===== src/rtl/fios_pkg.sv =====
// Shared definitions for the FIOS Montgomery datapath: result-collector
// state encoding and the one-word subtract-with-borrow used by the result
// collector and the operand serializer.
package fios_pkg;

    // Widest word the shared subtract helper supports; callers zero-extend
    // their operands to this width and take back only the bits they need.
    localparam int WORD_SUB_MAX_W = 64;

    typedef enum logic {
        COLLECT = 1'b0,
        PENDING = 1'b1
    } res_col_state_t;

    // Returns {borrow_out, diff} for a - b - borrow_in.
    // Operands are zero-extended W-bit words (W < WORD_SUB_MAX_W), so the true
    // result lies in [-(2^W), 2^W - 1]. Bits W..WORD_SUB_MAX_W are therefore
    // all copies of the sign, and the top bit is the borrow out of bit W-1.
    function automatic logic [WORD_SUB_MAX_W:0] word_sub(
        input logic [WORD_SUB_MAX_W-1:0] a,
        input logic [WORD_SUB_MAX_W-1:0] b,
        input logic                      borrow_in
    );
        return {1'b0, a} - {1'b0, b} - {{WORD_SUB_MAX_W{1'b0}}, borrow_in};
    endfunction

endpackage


===== src/rtl/word_sub_borrow.sv =====
// One word of a multi-word subtraction with borrow in and borrow out.
// Purely combinational wrapper around the shared word_sub helper.
module word_sub_borrow #(
    parameter int WORD_WIDTH = 17
) (
    input  logic [WORD_WIDTH-1:0] i_a,
    input  logic [WORD_WIDTH-1:0] i_b,
    input  logic                  i_borrow,
    output logic [WORD_WIDTH-1:0] o_diff,
    output logic                  o_borrow
);
    import fios_pkg::*;

    logic [WORD_SUB_MAX_W:0] w_full;
    logic                    w_unused_sign_bits;

    assign w_full   = word_sub(WORD_SUB_MAX_W'(i_a), WORD_SUB_MAX_W'(i_b), i_borrow);
    assign o_diff   = w_full[WORD_WIDTH-1:0];
    assign o_borrow = w_full[WORD_SUB_MAX_W];

    // The bits between the word and the borrow only repeat the sign.
    assign w_unused_sign_bits = ^w_full[WORD_SUB_MAX_W-1:WORD_WIDTH];

endmodule


===== src/rtl/fios_res_collector.sv =====
// Collects the LSW-first word stream from the last FIOS PE, performs the
// final Montgomery conditional subtraction word-serially as words arrive
// (R and R - p are built side by side), and presents the reduced result on
// a parallel valid/ready output. A completed result that cannot be handed
// over is parked (PENDING); words arriving meanwhile are dropped and flagged.
module fios_res_collector #(
    parameter int WORD_WIDTH = 17,
    parameter int s          = 8
) (
    input  logic                       clock_i,
    input  logic                       reset_n_i,
    input  logic                       res_valid_i,
    input  logic [WORD_WIDTH-1:0]      res_i,
    input  logic [s*WORD_WIDTH-1:0]    p_i,
    output logic [s*WORD_WIDTH-1:0]    result_o,
    output logic                       result_valid_o,
    input  logic                       result_ready_i,
    output logic                       overflow_o
);
    import fios_pkg::*;

    localparam int TOTAL_W = s * WORD_WIDTH;
    localparam int IDX_W   = (s > 1) ? $clog2(s) : 1;
    localparam logic [IDX_W-1:0] LAST_IDX = IDX_W'(s - 1);

    // State
    res_col_state_t           r_state;
    res_col_state_t           w_state_next;
    logic [IDX_W-1:0]         r_idx;
    logic                     r_borrow;
    logic [TOTAL_W-1:0]       r_r;
    logic [TOTAL_W-1:0]       r_d;

    // Datapath wires
    logic [WORD_WIDTH-1:0]    w_p_words [s];
    logic [WORD_WIDTH-1:0]    w_p_word;
    logic                     w_borrow_in;
    logic [WORD_WIDTH-1:0]    w_diff;
    logic                     w_bout;
    logic [TOTAL_W-1:0]       w_r_shift;
    logic [TOTAL_W-1:0]       w_d_shift;
    logic [TOTAL_W-1:0]       w_load_value;

    // Control wires
    logic                     w_last;
    logic                     w_slot_free;
    logic                     w_accept;
    logic                     w_complete_load;
    logic                     w_pending_load;
    logic                     w_drop;
    logic                     w_load;

    // Split the modulus into words so the current word is a plain s-way select.
    genvar gi;
    generate
        for (gi = 0; gi < s; gi++) begin : g_p_word
            assign w_p_words[gi] = p_i[gi*WORD_WIDTH +: WORD_WIDTH];
        end
    endgenerate

    assign w_p_word    = w_p_words[r_idx];
    assign w_borrow_in = (r_idx == '0) ? 1'b0 : r_borrow;

    word_sub_borrow #(
        .WORD_WIDTH (WORD_WIDTH)
    ) u_word_sub (
        .i_a      (res_i),
        .i_b      (w_p_word),
        .i_borrow (w_borrow_in),
        .o_diff   (w_diff),
        .o_borrow (w_bout)
    );

    // Words enter at the MSW end so that after s words word 0 sits at the LSW.
    assign w_r_shift = {res_i,  r_r[TOTAL_W-1:WORD_WIDTH]};
    assign w_d_shift = {w_diff, r_d[TOTAL_W-1:WORD_WIDTH]};

    assign w_last      = (r_idx == LAST_IDX);
    assign w_slot_free = !result_valid_o || result_ready_i;

    // FSM state register
    always_ff @(posedge clock_i or negedge reset_n_i) begin
        if (!reset_n_i) begin
            r_state <= COLLECT;
        end else begin
            r_state <= w_state_next;
        end
    end

    // FSM next-state: park a finished result when the output slot is busy
    always_comb begin
        w_state_next = r_state;
        case (r_state)
            COLLECT: begin
                if (res_valid_i && w_last && !w_slot_free) begin
                    w_state_next = PENDING;
                end
            end
            PENDING: begin
                if (result_ready_i) begin
                    w_state_next = COLLECT;
                end
            end
            default: w_state_next = COLLECT;
        endcase
    end

    // FSM outputs: word acceptance, result loads and drop detection
    always_comb begin
        w_accept        = 1'b0;
        w_complete_load = 1'b0;
        w_pending_load  = 1'b0;
        w_drop          = 1'b0;
        case (r_state)
            COLLECT: begin
                w_accept        = res_valid_i;
                w_complete_load = res_valid_i && w_last && w_slot_free;
            end
            PENDING: begin
                w_pending_load  = result_ready_i;
                w_drop          = res_valid_i;
            end
            default: ;
        endcase
    end

    assign w_load = w_complete_load || w_pending_load;

    // Final borrow clear means R >= p, so the difference is the reduced value.
    // A parked result takes its final borrow from r_borrow, which was frozen.
    always_comb begin
        w_load_value = '0;
        if (w_complete_load) begin
            w_load_value = w_bout ? w_r_shift : w_d_shift;
        end else begin
            w_load_value = r_borrow ? r_r : r_d;
        end
    end

    // Collection: shift R and D, carry the borrow, advance the word index
    always_ff @(posedge clock_i or negedge reset_n_i) begin
        if (!reset_n_i) begin
            r_r      <= '0;
            r_d      <= '0;
            r_borrow <= 1'b0;
            r_idx    <= '0;
        end else begin
            if (w_accept) begin
                r_r      <= w_r_shift;
                r_d      <= w_d_shift;
                r_borrow <= w_bout;
                if (!w_last) begin
                    r_idx <= r_idx + 1'b1;
                end else if (w_slot_free) begin
                    r_idx <= '0;
                end
            end else if (w_pending_load) begin
                r_idx <= '0;
            end
        end
    end

    // Output register: load on completion or release, clear on a bare handshake
    always_ff @(posedge clock_i or negedge reset_n_i) begin
        if (!reset_n_i) begin
            result_o       <= '0;
            result_valid_o <= 1'b0;
        end else if (w_load) begin
            result_o       <= w_load_value;
            result_valid_o <= 1'b1;
        end else if (result_valid_o && result_ready_i) begin
            result_valid_o <= 1'b0;
        end
    end

    // Sticky drop flag
    always_ff @(posedge clock_i or negedge reset_n_i) begin
        if (!reset_n_i) begin
            overflow_o <= 1'b0;
        end else if (w_drop) begin
            overflow_o <= 1'b1;
        end
    end

endmodule


===== config.mk =====
export PLATFORM = sky130hd
export DESIGN_NAME = fios_res_collector
export DESIGN_NICKNAME = d
export VERILOG_FILES = /design/src/rtl/fios_pkg.sv /design/src/rtl/word_sub_borrow.sv /design/src/rtl/fios_res_collector.sv
export SDC_FILE = /design/constraint.sdc
export NUM_CORES = 1
export LEC_CHECK = 0
export BUFFER_PORTS_ARGS = -buffer_cell sky130_fd_sc_hd__buf_4
export CAP_MARGIN = 10
export CORE_ASPECT_RATIO = 0.9
export CORE_UTILIZATION = 59
export DETAILED_ROUTE_END_ITERATION = 8
export PLACE_DENSITY = 0.86
export SKIP_LAST_GASP = 1
export SLEW_MARGIN = 20
export SYNTH_ARGS = -nofsm -noshare
export SYNTH_HDL_FRONTEND = slang
export SYNTH_SLANG_ARGS = --single-unit

===== constraint.sdc =====
create_clock -name clock_i -period 6.3 [get_ports clock_i]
set_clock_uncertainty 0.05 [all_clocks]
set_input_delay 0.63 -clock clock_i [delete_from_list [all_inputs] [get_ports clock_i]]
set_output_delay 0.63 -clock clock_i [all_outputs]
set_load 0.1 [all_outputs]

==> run_results.csv <==
group,metric,value,unit
clock_tree,cts_made_buffers,42,
sta,post-route-period-util,89.0,%
power_and_ir_drop,internal_power,7.20,mW
yosys,synth_seq_cells,415,
power_and_ir_drop,power_frac_seq,30.1,%
route,wl_met2,36.6,mm
yosys,yosysMostFrequentCell,"nand2_1",
floorplan,core_region_area,39500,um^2
yosys,seq_area_frac_synth,43.7,%
yosys,yosys-top-cells-count,"nand2_1, dfrtp_1, nor3_1",
yosys,syn_avg_cell_area,8.29,um^2
power_and_ir_drop,p_comb_share,53.2,%
route,vias,23400,
placed_design,gp_routability_congestion,0.949,
clock_tree,cts_buffer_depth,3,
route,met1_length,31.4,mm
critical_path,required,6.66,ns
power_and_ir_drop,total_power,15.5,mW
clock_tree,clkSinkCount,415,
power_and_ir_drop,clkPwrFrac,16.7,%
grt,antenna_found_initial,1,
clock_tree,ctsHoldBuffers,0,
power_and_ir_drop,switching_share,53.5,%
clock_tree,cts_root_buffer,"clkbuf_16",
final_layout,multi_input_area,12400,um^2
final_layout,fin_util,69.6,%
critical_path,rr_endpoint,"result_o[118]$_DFFE_PN0P_",
yosys,ys_top_cells_by_area,"dfrtp_1, nand2_1, nor3_1, mux2i_1, o31ai_1",
floorplan,initial_utilization,60.1,%
final_layout,seqCellArea,10400,um^2
final_layout,n_antenna_cell,0,
yosys,ys_warn_count,0,
clock_tree,clkTransAtPathRegs,0.06,ns
floorplan,die_area,41100,um^2
critical_path,r2r_setup_slack,0.69,ns
sta,slew_headroom,17.2,%
final_layout,fillers,3060,
sta,tns,0,ns
route,vias_per_cell,6.58,
sta,slew_viol_final,0,
placed_design,dp_hpwl,49.8,mm
sta,tightest_slew,1.24,ns
hold_path,hold_path_class,"in -> async",
run_status,status,"finished, final reports clean",
placed_design,io_buffers,294,
yosys,synth_nets,3044,
placed_design,place_ws,0.830,ns
yosys,synth_edf_count,0,
sta,setup_viol,0,
clock_tree,cts_tree,"yes",
sta,hold_ws,0.0602,ns
sta,worst_slack,0.691,ns
grt,grt_pass1_vias,22600,
sta,max_freq,0.178,GHz
route,drt_iter0_markers,3437,
yosys,ys.flop_type,"dfrtp_1",
floorplan,rows,69,
critical_path,crit_type,"reg -> reg",
grt,grt_max_degree,263,
floorplan,ios,295,
critical_path,reg2reg_depth,14,
critical_path,critPathMaxFanout,59,
critical_path,start_kind,"flip-flop",
final_layout,area_growth,15.8,%
yosys,synth_top_area_share,43.7,%
yosys,synthesis.area,23800,um^2
sta,fin_crit,5.61,ns
placed_design,place_inst,3479,
yosys,syn_inst,2864,
route,dr.pass1.iters,6,
route,drc,0,
power_and_ir_drop,power.switching,8.28,mW
floorplan,fp.dieH,192,um
final_layout,stdcell_count,3555,
critical_path,reg2reg_from,"r_idx[0]$_DFFE_PN0P_",
yosys,synthArstFlopShare,100,%
route,drtAntennaViolNets,0,
yosys,ys_types,60,
floorplan,die_w,214,um
critical_path,crit_end,"result_o[118]$_DFFE_PN0P_",
grt,grt_pass1_wl,126,mm
critical_path,end_kind,"flip-flop",
placed_design,dpl-instance-area,26100,um^2
power_and_ir_drop,power_density,563,nW/um^2
critical_path,critPathLaunch,"r_idx[0]$_DFFE_PN0P_",
route,routed_wl,80.2,mm
final_layout,drive_gt1_share,15.2,%
power_and_ir_drop,power_leakage,13.0,nW
grt,grt_use_total,39.1,%
sta,rsz0062_at_grt,"no",
critical_path,arrival,5.97,ns
route,drt-wirelength-per-cell,22.6,um
yosys,yosysTopAreaCell,"dfrtp_1",
clock_tree,post_cts_resized,0,
route,wl_met3,8.98,mm
route,highest_layer,"met5",
clock_tree,htree_levels,2,
grt,globalRoute.totalOverflow,0,
final_layout,nNetsFinal,3171,
run,drv_cap,0,
final_layout,design_area,27500,um^2
clock_tree,cts_setup_buffers,0,
clock_tree,clk_latency,0.56,ns
sta,finalHoldViolCount,0,
power_and_ir_drop,vdd_drop_max,0.589,mV
==> worst min-delay path by stage <==
| stage | cells past startpoint | endpoint | start | slack [ns] |
|---|---|---|---|---|
| floorplan | 0 | overflow_o$_DFFE_PN0P_ | reset_n_i | 0.28 |
| global route | 1 | result_o[11]$_DFFE_PN0P_ | reset_n_i | 0.11 |
| CTS | 1 | r_r[4]$_DFFE_PN0P_ | reset_n_i | 0.09 |
| detailed placement | 2 | r_r[16]$_DFFE_PN0P_ | r_r[16]$_DFFE_PN0P_ | 0.41 |
| global placement | 1 | overflow_o$_DFFE_PN0P_ | overflow_o$_DFFE_PN0P_ | 0.40 |
| finish | 1 | r_d[11]$_DFFE_PN0P_ | reset_n_i | 0.06 |
==> final cells by class <==
type,instances,area share (%)
clock buffers,64,4.67
multi-input cells,2188,45.1
well taps,532,2.42
inverters,17,0.232
repair buffers,327,9.37
flip-flops and latches,415,37.8
clock inverters,12,0.491
==> worst max-delay path: stages, from the launching register on <==
cell and delay [ns]:
dfrtp_2 0.76, buf_12 0.27, mux4_2 0.53, mux2i_1 0.25
ha_1 0.39, a21oi_1 0.19, o21ai_1 0.11, a32o_1 0.31
or2_2 0.29, xor2_1 0.18, or4b_4 0.62, or3_4 0.68
buf_4 0.42, nor3_1 0.28, nor4_1 0.09
==> sequential cells by signal, indices dropped and copies added (netlist names) <==
name / count
r_state: 1
overflow_o: 1
r_idx: 3
r_d: 136
r_r: 136
r_borrow: 1
result_o: 136
result_valid_o: 1
==> cells in the final DEF (no fill, tap or decap), types with 6 or more instances in the layout <==
master	count
mux2i_1	155
clkbuf_1	7
o31ai_1	127
buf_4	316
mux4_2	34
xnor2_1	13
nor4_1	123
xor2_1	9
a21o_1	12
a21oi_1	17
mux2_2	6
dfrtp_1	413
o21a_1	122
ha_1	22
clkbuf_16	42
buf_12	9
clkbuf_8	15
nand2_1	921
nor2_1	141
o21ai_0	37
nor3_1	366
inv_1	16
==> power by group through the flow <==
stage          combinational (mW)  clock, mW  sequential (mW)
2_1_floorplan                3.20          0             7.24
3_3_place_gp                 7.98          0             4.58
3_5_place_dp                 8.14          0             4.61
4_1_cts                      8.17       2.59             4.59
5_1_grt                      8.66       2.69             4.72
6_report                     8.24       2.59             4.66
==> logic make-up after synthesis <==
family / count (synthesis) / synth area share, %
flip-flops: 415 / 43.7
XOR/XNOR: 22 / 0.811
adder cells (fa/ha/maj): 23 / 1.24
multiplexers: 195 / 10.0
AND/OR/NAND/NOR: 1590 / 28.8
buffers and inverters: 261 / 4.40
AO/OA/AOI/OAI: 358 / 11.0
==> per-layer routing <==
| metal | up-vias | global-route usage (%) |
|---|---|---|
| met3 | 223 | 7.84 |
| met4 | 2 | 15.1 |
| met1 | 11400 | 53.9 |
| met2 | 1571 | 60.8 |
| li1 | 10200 | - |
| met5 | - | 0 |
Power figures use the tool's default switching activity.
